===== config.mk =====
export PLATFORM = sky130hd
export DESIGN_NAME = mux_pipe_n
export DESIGN_NICKNAME = d
export VERILOG_FILES = /design/src/rtl/mux_pipe_n.sv
export SDC_FILE = /design/constraint.sdc
export NUM_CORES = 1
export LEC_CHECK = 0
export ABC_AREA = 0
export BUFFER_PORTS_ARGS = -buffer_cell sky130_fd_sc_hd__buf_2
export CORE_AREA = 2 2 99 101
export DETAILED_ROUTE_END_ITERATION = 12
export DIE_AREA = 0 0 101 103
export GPL_ROUTABILITY_DRIVEN = 0
export PLACE_DENSITY = 0.83
export SLEW_MARGIN = 15
export SYNTH_ARGS = -nofsm -noshare
export SYNTH_HDL_FRONTEND = slang
export SYNTH_SLANG_ARGS = --single-unit

===== constraint.sdc =====
create_clock -name clk -period 1.35 [get_ports clk]
set_input_delay 0.135 -clock clk [delete_from_list [all_inputs] [get_ports clk]]
set_output_delay 0.135 -clock clk [all_outputs]
set_load 0.01 [all_outputs]

===== src/rtl/mux_pipe_n.sv =====
// mux_pipe_n: registered N-input word multiplexer with a valid/ready
// handshake on both sides. An output register plus one skid register let the
// block stream one result per cycle while in_ready depends on state alone.
module mux_pipe_n #(
  parameter int unsigned          WIDTH       = 32,
  parameter int unsigned          NUM_IN      = 4,
  parameter int unsigned          SEL_W       = 2,
  parameter logic [WIDTH-1:0]     DEFAULT_VAL = '0
) (
  input  logic                    clk,
  input  logic                    reset_n,
  input  logic                    in_valid,
  output logic                    in_ready,
  input  logic [SEL_W-1:0]        sel,
  input  logic [NUM_IN*WIDTH-1:0] data_in,
  output logic                    out_valid,
  input  logic                    out_ready,
  output logic [WIDTH-1:0]        data_out,
  output logic [SEL_W-1:0]        out_sel,
  output logic                    sel_err,
  output logic [7:0]              err_cnt
);

  typedef enum logic [1:0] {
    EMPTY = 2'd0,
    ONE   = 2'd1,
    TWO   = 2'd2
  } state_t;

  state_t             state_q,     state_d;
  logic [WIDTH-1:0]   data_q,      data_d;
  logic [SEL_W-1:0]   sel_q,       sel_d;
  logic               err_q,       err_d;
  logic [WIDTH-1:0]   skid_data_q, skid_data_d;
  logic [SEL_W-1:0]   skid_sel_q,  skid_sel_d;
  logic               skid_err_q,  skid_err_d;
  logic [7:0]         err_cnt_q,   err_cnt_d;

  logic               in_range;
  logic [WIDTH-1:0]   mux_word;
  logic               accept;
  logic               drain;

  // Select the requested slice, falling back to DEFAULT_VAL out of range
  always_comb begin
    in_range = (32'(sel) < 32'(NUM_IN));
    mux_word = DEFAULT_VAL;
    for (int unsigned k = 0; k < NUM_IN; k++) begin
      if (sel == SEL_W'(k)) mux_word = data_in[k*WIDTH +: WIDTH];
    end
  end

  // Handshake strobes; in_ready comes from state only
  always_comb begin
    in_ready  = (state_q != TWO);
    out_valid = (state_q != EMPTY);
    accept    = in_valid & in_ready;
    drain     = out_valid & out_ready;
  end

  // Next-state, register loads and saturating error counter
  always_comb begin
    state_d     = state_q;
    data_d      = data_q;
    sel_d       = sel_q;
    err_d       = err_q;
    skid_data_d = skid_data_q;
    skid_sel_d  = skid_sel_q;
    skid_err_d  = skid_err_q;
    err_cnt_d   = err_cnt_q;

    unique case (state_q)
      EMPTY: begin
        if (accept) begin
          data_d  = mux_word;
          sel_d   = sel;
          err_d   = ~in_range;
          state_d = ONE;
        end
      end
      ONE: begin
        if (accept && drain) begin
          data_d = mux_word;
          sel_d  = sel;
          err_d  = ~in_range;
        end else if (accept) begin
          skid_data_d = mux_word;
          skid_sel_d  = sel;
          skid_err_d  = ~in_range;
          state_d     = TWO;
        end else if (drain) begin
          state_d = EMPTY;
        end
      end
      TWO: begin
        if (drain) begin
          data_d  = skid_data_q;
          sel_d   = skid_sel_q;
          err_d   = skid_err_q;
          state_d = ONE;
        end
      end
      default: state_d = EMPTY;
    endcase

    if (accept && !in_range && (err_cnt_q != 8'hFF)) begin
      err_cnt_d = err_cnt_q + 8'd1;
    end
  end

  // State and datapath registers, asynchronously cleared
  always_ff @(posedge clk or negedge reset_n) begin
    if (!reset_n) begin
      state_q     <= EMPTY;
      data_q      <= '0;
      sel_q       <= '0;
      err_q       <= 1'b0;
      skid_data_q <= '0;
      skid_sel_q  <= '0;
      skid_err_q  <= 1'b0;
      err_cnt_q   <= '0;
    end else begin
      state_q     <= state_d;
      data_q      <= data_d;
      sel_q       <= sel_d;
      err_q       <= err_d;
      skid_data_q <= skid_data_d;
      skid_sel_q  <= skid_sel_d;
      skid_err_q  <= skid_err_d;
      err_cnt_q   <= err_cnt_d;
    end
  end

  // Output drive
  always_comb begin
    data_out = data_q;
    out_sel  = sel_q;
    sel_err  = err_q;
    err_cnt  = err_cnt_q;
  end

endmodule


==> qor.txt, run 1 <==
outcome -> complete, but fails checks
failing checks -> negative setup slack
initial antenna violation count -> 0
setup tns final -> -6688 ps
Post-Syn Area -> 3897 µm²
mux cell area share after synthesis -> 0.3002
CP cell instances -> nand2b_4, nor2_4, buf_12, buf_12, mux2_4
Detail Route Antenna Nets -> 0
Worst path slowest cell -> dfrtp_2
clock-pin transition on the worst setup and hold timing paths -> 70 ps
GRT Total Usage -> 0.2085
slowest stage delay, CP -> 450 ps
Vias per Instance -> 5.612
Tcrit/Tclk final -> 1.110
Worst path top cell family by delay -> flip-flops
Mapped Avg Cell Area -> 15.17 µm²
CP arrival -> 1720 ps
antenna cells -> 0
clock sink count -> 70
fin util -> 0.5798
Layout area overhead -> 40.71%
Power Density -> 1460 nW/µm²
die height -> 103 µm
H-tree lvl count -> 3
max cap viols -> 0
critical-path maximum fanout -> 8
synth top area cells -> dfrtp_1 (45%), mux4_2 (17%), mux2_2 (11%), a221o_1 (8.2%), and4b_1 (8.2%)
IO Count -> 179
slew at the pin closest to its max-slew limit -> 519.1 ps
XOR/XNOR Fraction of Synth Area -> 0
Longest Clk Path Bufs -> 2
via count of the first global-routing pass -> 3324
Buf/Inv on CP -> 2
yosys warns -> 0
CTS tree -> built
Crit. End Element -> flip-flop
hpwl dp -> 7540 µm
DR DRC count -> 0
max-slew violations -> 0
first-pass GRT wire length -> 16480 µm
CP most frequent cell -> buf_12
Die Area -> 10400 µm²
grt ovf -> 0
Inserted Clock Buffers -> 9
RSZ-0062 raised after global routing -> true
gate count after technology mapping -> 257
category of the critical setup timing path -> reg2reg
Min-Delay Path Class -> in2reg
Core Footprint -> 9459 µm²
Post-Route WL -> 11020 µm
WL per Instance -> 19.43 µm
DRT Pass-1 Iters -> 4
I/O Buffers -> 169
final hold violations -> 0
Worst Path Required -> 1570 ps
Synth area leader -> dfrtp_1
First DRT Iteration DRCs -> 130
Final min period -> 1498 ps
clk root buf -> clkbuf_8
Post-Synth Simple-Gate Area -> 0.09663
adder-cell share of the synthesized area -> 0
initial core utilization -> 0.4120
Leak Pwr -> 2.712 nW
# rows -> 36
count of unique library cells instantiated by Yosys -> 23
Synth Area in Compound Gates -> 0.09085
vias -> 3182
flops & latches, synth -> 70
Peak VDD IR -> 766.0 µV
Startpoint Class -> flip-flop
Clock Latency Late Sink -> 350 ps
main combinational cell family by area after synthesis -> multiplexers
layout net count -> 582
largest net degree at the start of global routing -> 71
layout cells sized above 1 -> 0.6689
clock skew -> 11.21 ps
Chip Width -> 101 µm
Worst Slack Setup Final -> -148.4 ps
Final Setup Violations -> 70
Max Freq -> 667.4 MHz
Seq/Total Area, Yosys -> 0.4494
share of the synthesized area in the top cell type -> 0.4494
Worst slew margin -> 0.6531
[cells in the mapped netlist]
library cell,n
conb_1,1
a21oi_4,1
buf_2,11
nor2_2,1
a221o_1,32
or2_2,1
a21oi_1,1
buf_12,2
nand2b_1,3
and3b_1,1
buf_6,1
mux2_2,38
nor2b_1,2
buf_4,9
buf_8,1
mux4_1,3
o22ai_1,2
mux4_2,29
nor2_1,1
mux2i_1,1
dfrtp_1,70
clkbuf_1,14
and4b_1,32
[cell usage in the layout, fill, tap and decap left out, types with 2 or more instances in the layout]
master    netlist  layout
nor2_4          0       3
clkinv_2        0       3
nand2b_4        0       2
buf_4           9      23
buf_12          2       8
conb_1          1       9
and4b_1        32      32
a221o_1        32      32
dfrtp_1        70      68
mux2_2         38       8
clkinv_4        0       3
buf_6           1       7
buf_2          11     166
buf_8           1       4
dfrtp_2         0       2
mux4_2         29      29
clkbuf_8        0       9
o22ai_1         2       2
mux2_4          0      30
mux4_1          3       3
[routing by layer]
| layer | GRT usage | wire, µm | vias up |
|---|---|---|---|
| met5 | 0 | 0 | - |
| met4 | 0.06237 | 78 | 0 |
| met3 | 0.05288 | 699 | 8 |
| met2 | 0.3641 | 5736 | 138 |
| met1 | 0.2569 | 4506 | 1609 |
| li1 | - | - | 1427 |
[repair_timing]
item,CTS,global route
hold buffers,1,0
gates cloned,3,0
endpoints found under the setup margin,70,70
hold endpoints to repair,70,0
setup buffers,10,3
gates resized for setup,48,11
pin swaps,3,1
[worst register-to-register path, cell delays in order, from the launching register on]
cell and delay, ps:
dfrtp_2 450, nand2b_4 190, nor2_4 160, buf_12 150, buf_12 140, mux2_4 300
[state kept, by name (all words and copies together), names as in the netlist]
signal	flops
data_out	32
out_sel	2
skid_data_q	32
skid_sel_q	2
state_q	2
[final timing paths]
path                                 start         endpoint  slack [ps]  depth (start not counted)
min in group asynchronous          reset_n  skid_data_q[23]         340                          3
hold / removal                    in_valid       state_q[0]         210                          3
hold reg to reg            skid_data_q[20]  skid_data_q[20]         510                          1
setup / recovery                state_q[1]  skid_data_q[14]        -150                          5
max in group asynchronous          reset_n      data_out[8]         710                          3
setup reg to reg                state_q[1]  skid_data_q[14]        -150                          5
[area by class of cell]
class                   instances  area (µm²)
fillers                       803        3975
multi-input cells             158        2101
flip-flops and latches         70        1754
repair buffers                209        1313
well taps                     114       142.6
clock buffers                   9       123.9
clock inverters                 7       50.05
[per-stage QoR]
| stage | instance area, µm² | hold WS, ps | setup WS [ps] | power [mW] | instances |
|---|---|---|---|---|---|
| floorplan | 3994 | -160.6 | -38.70 | 4.978 | 265 |
| global placement | 4962 | 167.9 | -292.3 | 5.851 | 535 |
| detailed placement | 4962 | 173.8 | -374.2 | 6.030 | 535 |
| CTS | 5448 | 190.0 | -131.0 | 7.957 | 565 |
| global route | 5484 | 217.1 | -186.5 | 8.458 | 567 |
| finish | 5484 | 213.5 | -148.4 | 8.009 | 567 |
[kinds of logic after synthesis]
group	Yosys count
multiplexers	71
buffers and inverters	38
AO/OA/AOI/OAI	36
flip-flops	70
AND/OR/NAND/NOR	41
other	1
[where the power goes]
part           switching, mW  internal (mW)
logic                   1.18           1.85
registers              0.512           2.95
clock network          0.838          0.672
(Power assumes the default switching activity.)
==> inputs of run 2 (changes only) <==
--- a/config.mk
+++ b/config.mk
@@ -7,11 +7,11 @@
 export LEC_CHECK = 0
 export ABC_AREA = 0
 export BUFFER_PORTS_ARGS = -buffer_cell sky130_fd_sc_hd__buf_2
-export CORE_AREA = 2 2 99 101
+export CORE_AREA = 2 2 95 97
 export DETAILED_ROUTE_END_ITERATION = 12
-export DIE_AREA = 0 0 101 103
+export DIE_AREA = 0 0 97 99
 export GPL_ROUTABILITY_DRIVEN = 0
-export PLACE_DENSITY = 0.83
+export PLACE_DENSITY = 0.85
 export SLEW_MARGIN = 15
 export SYNTH_ARGS = -nofsm -noshare
 export SYNTH_HDL_FRONTEND = slang
==> constraint.sdc (replaced) <==
create_clock -name clk -period 1.6 [get_ports clk]
set_input_delay 0.16 -clock clk [delete_from_list [all_inputs] [get_ports clk]]
set_output_delay 0.16 -clock clk [all_outputs]
set_load 0.01 [all_outputs]
==> run 2 against run 1 <==
The flow now finishes without violations. Non-clock buffer count fell by 26. Via count fell by 3.7%. Sequential power fell by 17%. Critical path depth fell by 2. Clock power rose by 3%. Wire length fell by 10%. Register-to-register slack improved by 210 ps. Sequential share of layout area rose by 2.0 points. First-iteration DRC count fell by 19%. Combinational power fell by 29%. Utilization rose by 2.3 points.
==> qor.txt, run 2 (synthesis results as in run 1) <==
I/O Buffers -> 169 (unchanged)
initial core utilization -> 0.4558 (+0.04377)
Longest Clk Path Bufs -> 2 (unchanged)
Max Freq -> 646.4 MHz
category of the critical setup timing path -> reg2out
vias -> 3063 (-3.7%)
Tcrit/Tclk final -> 0.9669
Worst Slack Setup Final -> 52.98 ps (+201.4 ps)
Final Setup Violations -> 0 (-100%)
CTS tree -> built
grt ovf -> 0 (unchanged)
Hold Path Sink -> state_q[1]
Min-Delay Path Class -> in2reg
DR DRC count -> 0 (unchanged)
layout cells sized above 1 -> 0.6417 (-0.02719)
Die Area -> 9603 µm² (-7.7%)
DRT Pass-1 Iters -> 4 (unchanged)
critical-path maximum fanout -> 20 (+12)
first-pass GRT wire length -> 15940 µm (-3.3%)
Startpoint Class -> flip-flop
max cap viols -> 0 (unchanged)
# rows -> 34 (-5.6%)
Worst slew margin -> 0.6619 (+0.008857)
clock-pin transition on the worst setup and hold timing paths -> 70 ps (about the same)
Reg-to-Reg End -> out_sel[0]
Worst Path Required -> 1440 ps (-130 ps)
final hold violations -> 0 (unchanged)
RR Startpoint -> state_q[1]
clk root buf -> clkbuf_8
Multi-input gate area -> 1968 µm² (-6.3%)
Final Total Pwr -> 6.582 mW (-18%)
Detail Route Antenna Nets -> 0 (unchanged)
via count of the first global-routing pass -> 3123 (-6.0%)
Chip Width -> 97 µm (-4.0%)
Inserted Clock Buffers -> 9 (unchanged)
pre-CTS setup slack -> -95.05 ps (+279.2 ps)
Vias per Instance -> 5.725 (+2.0%)
First DRT Iteration DRCs -> 105 (-19%)
hold path depth -> 2 (-1)
CP arrival -> 1390 ps (-330 ps)
IO Count -> 179 (unchanged)
Layout area overhead -> 32.33%
most frequent cells in the layout -> buf_2 (167), dfrtp_1 (68), mux2_2 (38)
HP Start -> out_ready
largest net degree at the start of global routing -> 39 (-45%)
fillers -> 690 (-14%)
WL per Instance -> 18.47 µm (-5.0%)
layout net count -> 556 (-4.5%)
Final min period -> 1547 ps
GRT Total Usage -> 0.2085 (about the same)
Post-Route WL -> 9882 µm (-10%)
max-slew violations -> 0 (unchanged)
Core Footprint -> 8551 µm² (-9.6%)
Peak VDD IR -> 539.3 µV (-30%)
Leak Pwr -> 2.472 nW (-8.9%)
Power Density -> 1276 nW/µm² (-13%)
outcome -> complete, no violations
Worst R2R Setup Slack -> 60 ps (+210 ps)
clock skew -> 6.443 ps (-4.763 ps)
Worst Reg-to-Reg Cells -> 4 (-1)
Register Area -> 1754 µm² (unchanged)
die height -> 99 µm (-3.9%)
initial antenna violation count -> 0 (unchanged)
Min Hold Slack -> 99.39 ps (-114.1 ps)
antenna cells -> 0 (unchanged)
commonest non-fill, non-tap cell in the layout -> buf_2
hpwl dp -> 7232 µm (-4.1%)
Crit. End Element -> output pin
slew at the pin closest to its max-slew limit -> 505.9 ps (-13.25 ps)
setup tns final -> 0 ps (+6688 ps)
H-tree lvl count -> 3 (unchanged)
clock sink count -> 70 (unchanged)
Clock Latency Late Sink -> 340 ps (about the same)
## run 2: changes by cell type in the layout (fill, tap and decap cells not counted), sizes merged
cell / delta
clkinv: -4
clkinvlp: +2
bufinv: +2
buf: -26
## run 2: stage by stage
stage | utilization | std cells | area, µm²
floorplan | - | 265 | 3928
global placement | 0.5707 | 517 | 4880
detailed placement | 0.5707 | 517 | 4880
CTS | 0.5996 | 535 | 5127
global route | 0.6032 | 535 | 5157
finish | 0.6032 | 535 | 5157
## run 2: area by class of cell
class                      instances  area share
clock buffer                       9     0.02402
sequential                        70      0.3401
tap                              108     0.02620
clock inverter                     7     0.01892
multi-input combinational        158      0.3816
timing repair buffer             183      0.2091
## run 2: power breakdown
group	total [mW]	internal [mW]	switching (mW)
logic	2.15	1.23	0.921
registers	2.87	2.49	0.383
clock network	1.56	0.882	0.682
total	6.58	4.60	1.99
## run 2: how the worst max path moves through the flow
stage | endpoint | depth (start not counted) | slack, ps | from
floorplan | out_sel[0] | 4 | 110 | state_q[0]
global placement | data_out[24] | 3 | -9 | state_q[1]
detailed placement | data_out[7] | 3 | -100 | state_q[1]
CTS | out_valid | 3 | 0.8 | state_q[0]
global route | out_sel[0] | 4 | -0.2 | state_q[1]
finish | out_valid | 3 | 50 | state_q[1]
## run 2: timing repair
item	CTS	global route
cloned	1	0
hold buffers	1	0
setup buffers	0	0
resized for setup	3	8
hold endpoints to repair	32	0
endpoints found under the setup margin	32	11
## run 2: worst max-delay path: stages, from the launching register on
cell and delay [ps]:
dfrtp_2 460, buf_12 170, or2_2 300, buf_6 120
## run 2: per-layer routing
metal	up-vias	routed length, µm	GRT usage	share of wire
li1	1367	-	-	-
met1	1547	3972	0.2723	0.40
met2	137	5028	0.3488	0.51
met3	12	760	0.04894	0.077
met4	0	121	0.06392	0.012
met5	-	0	0	0
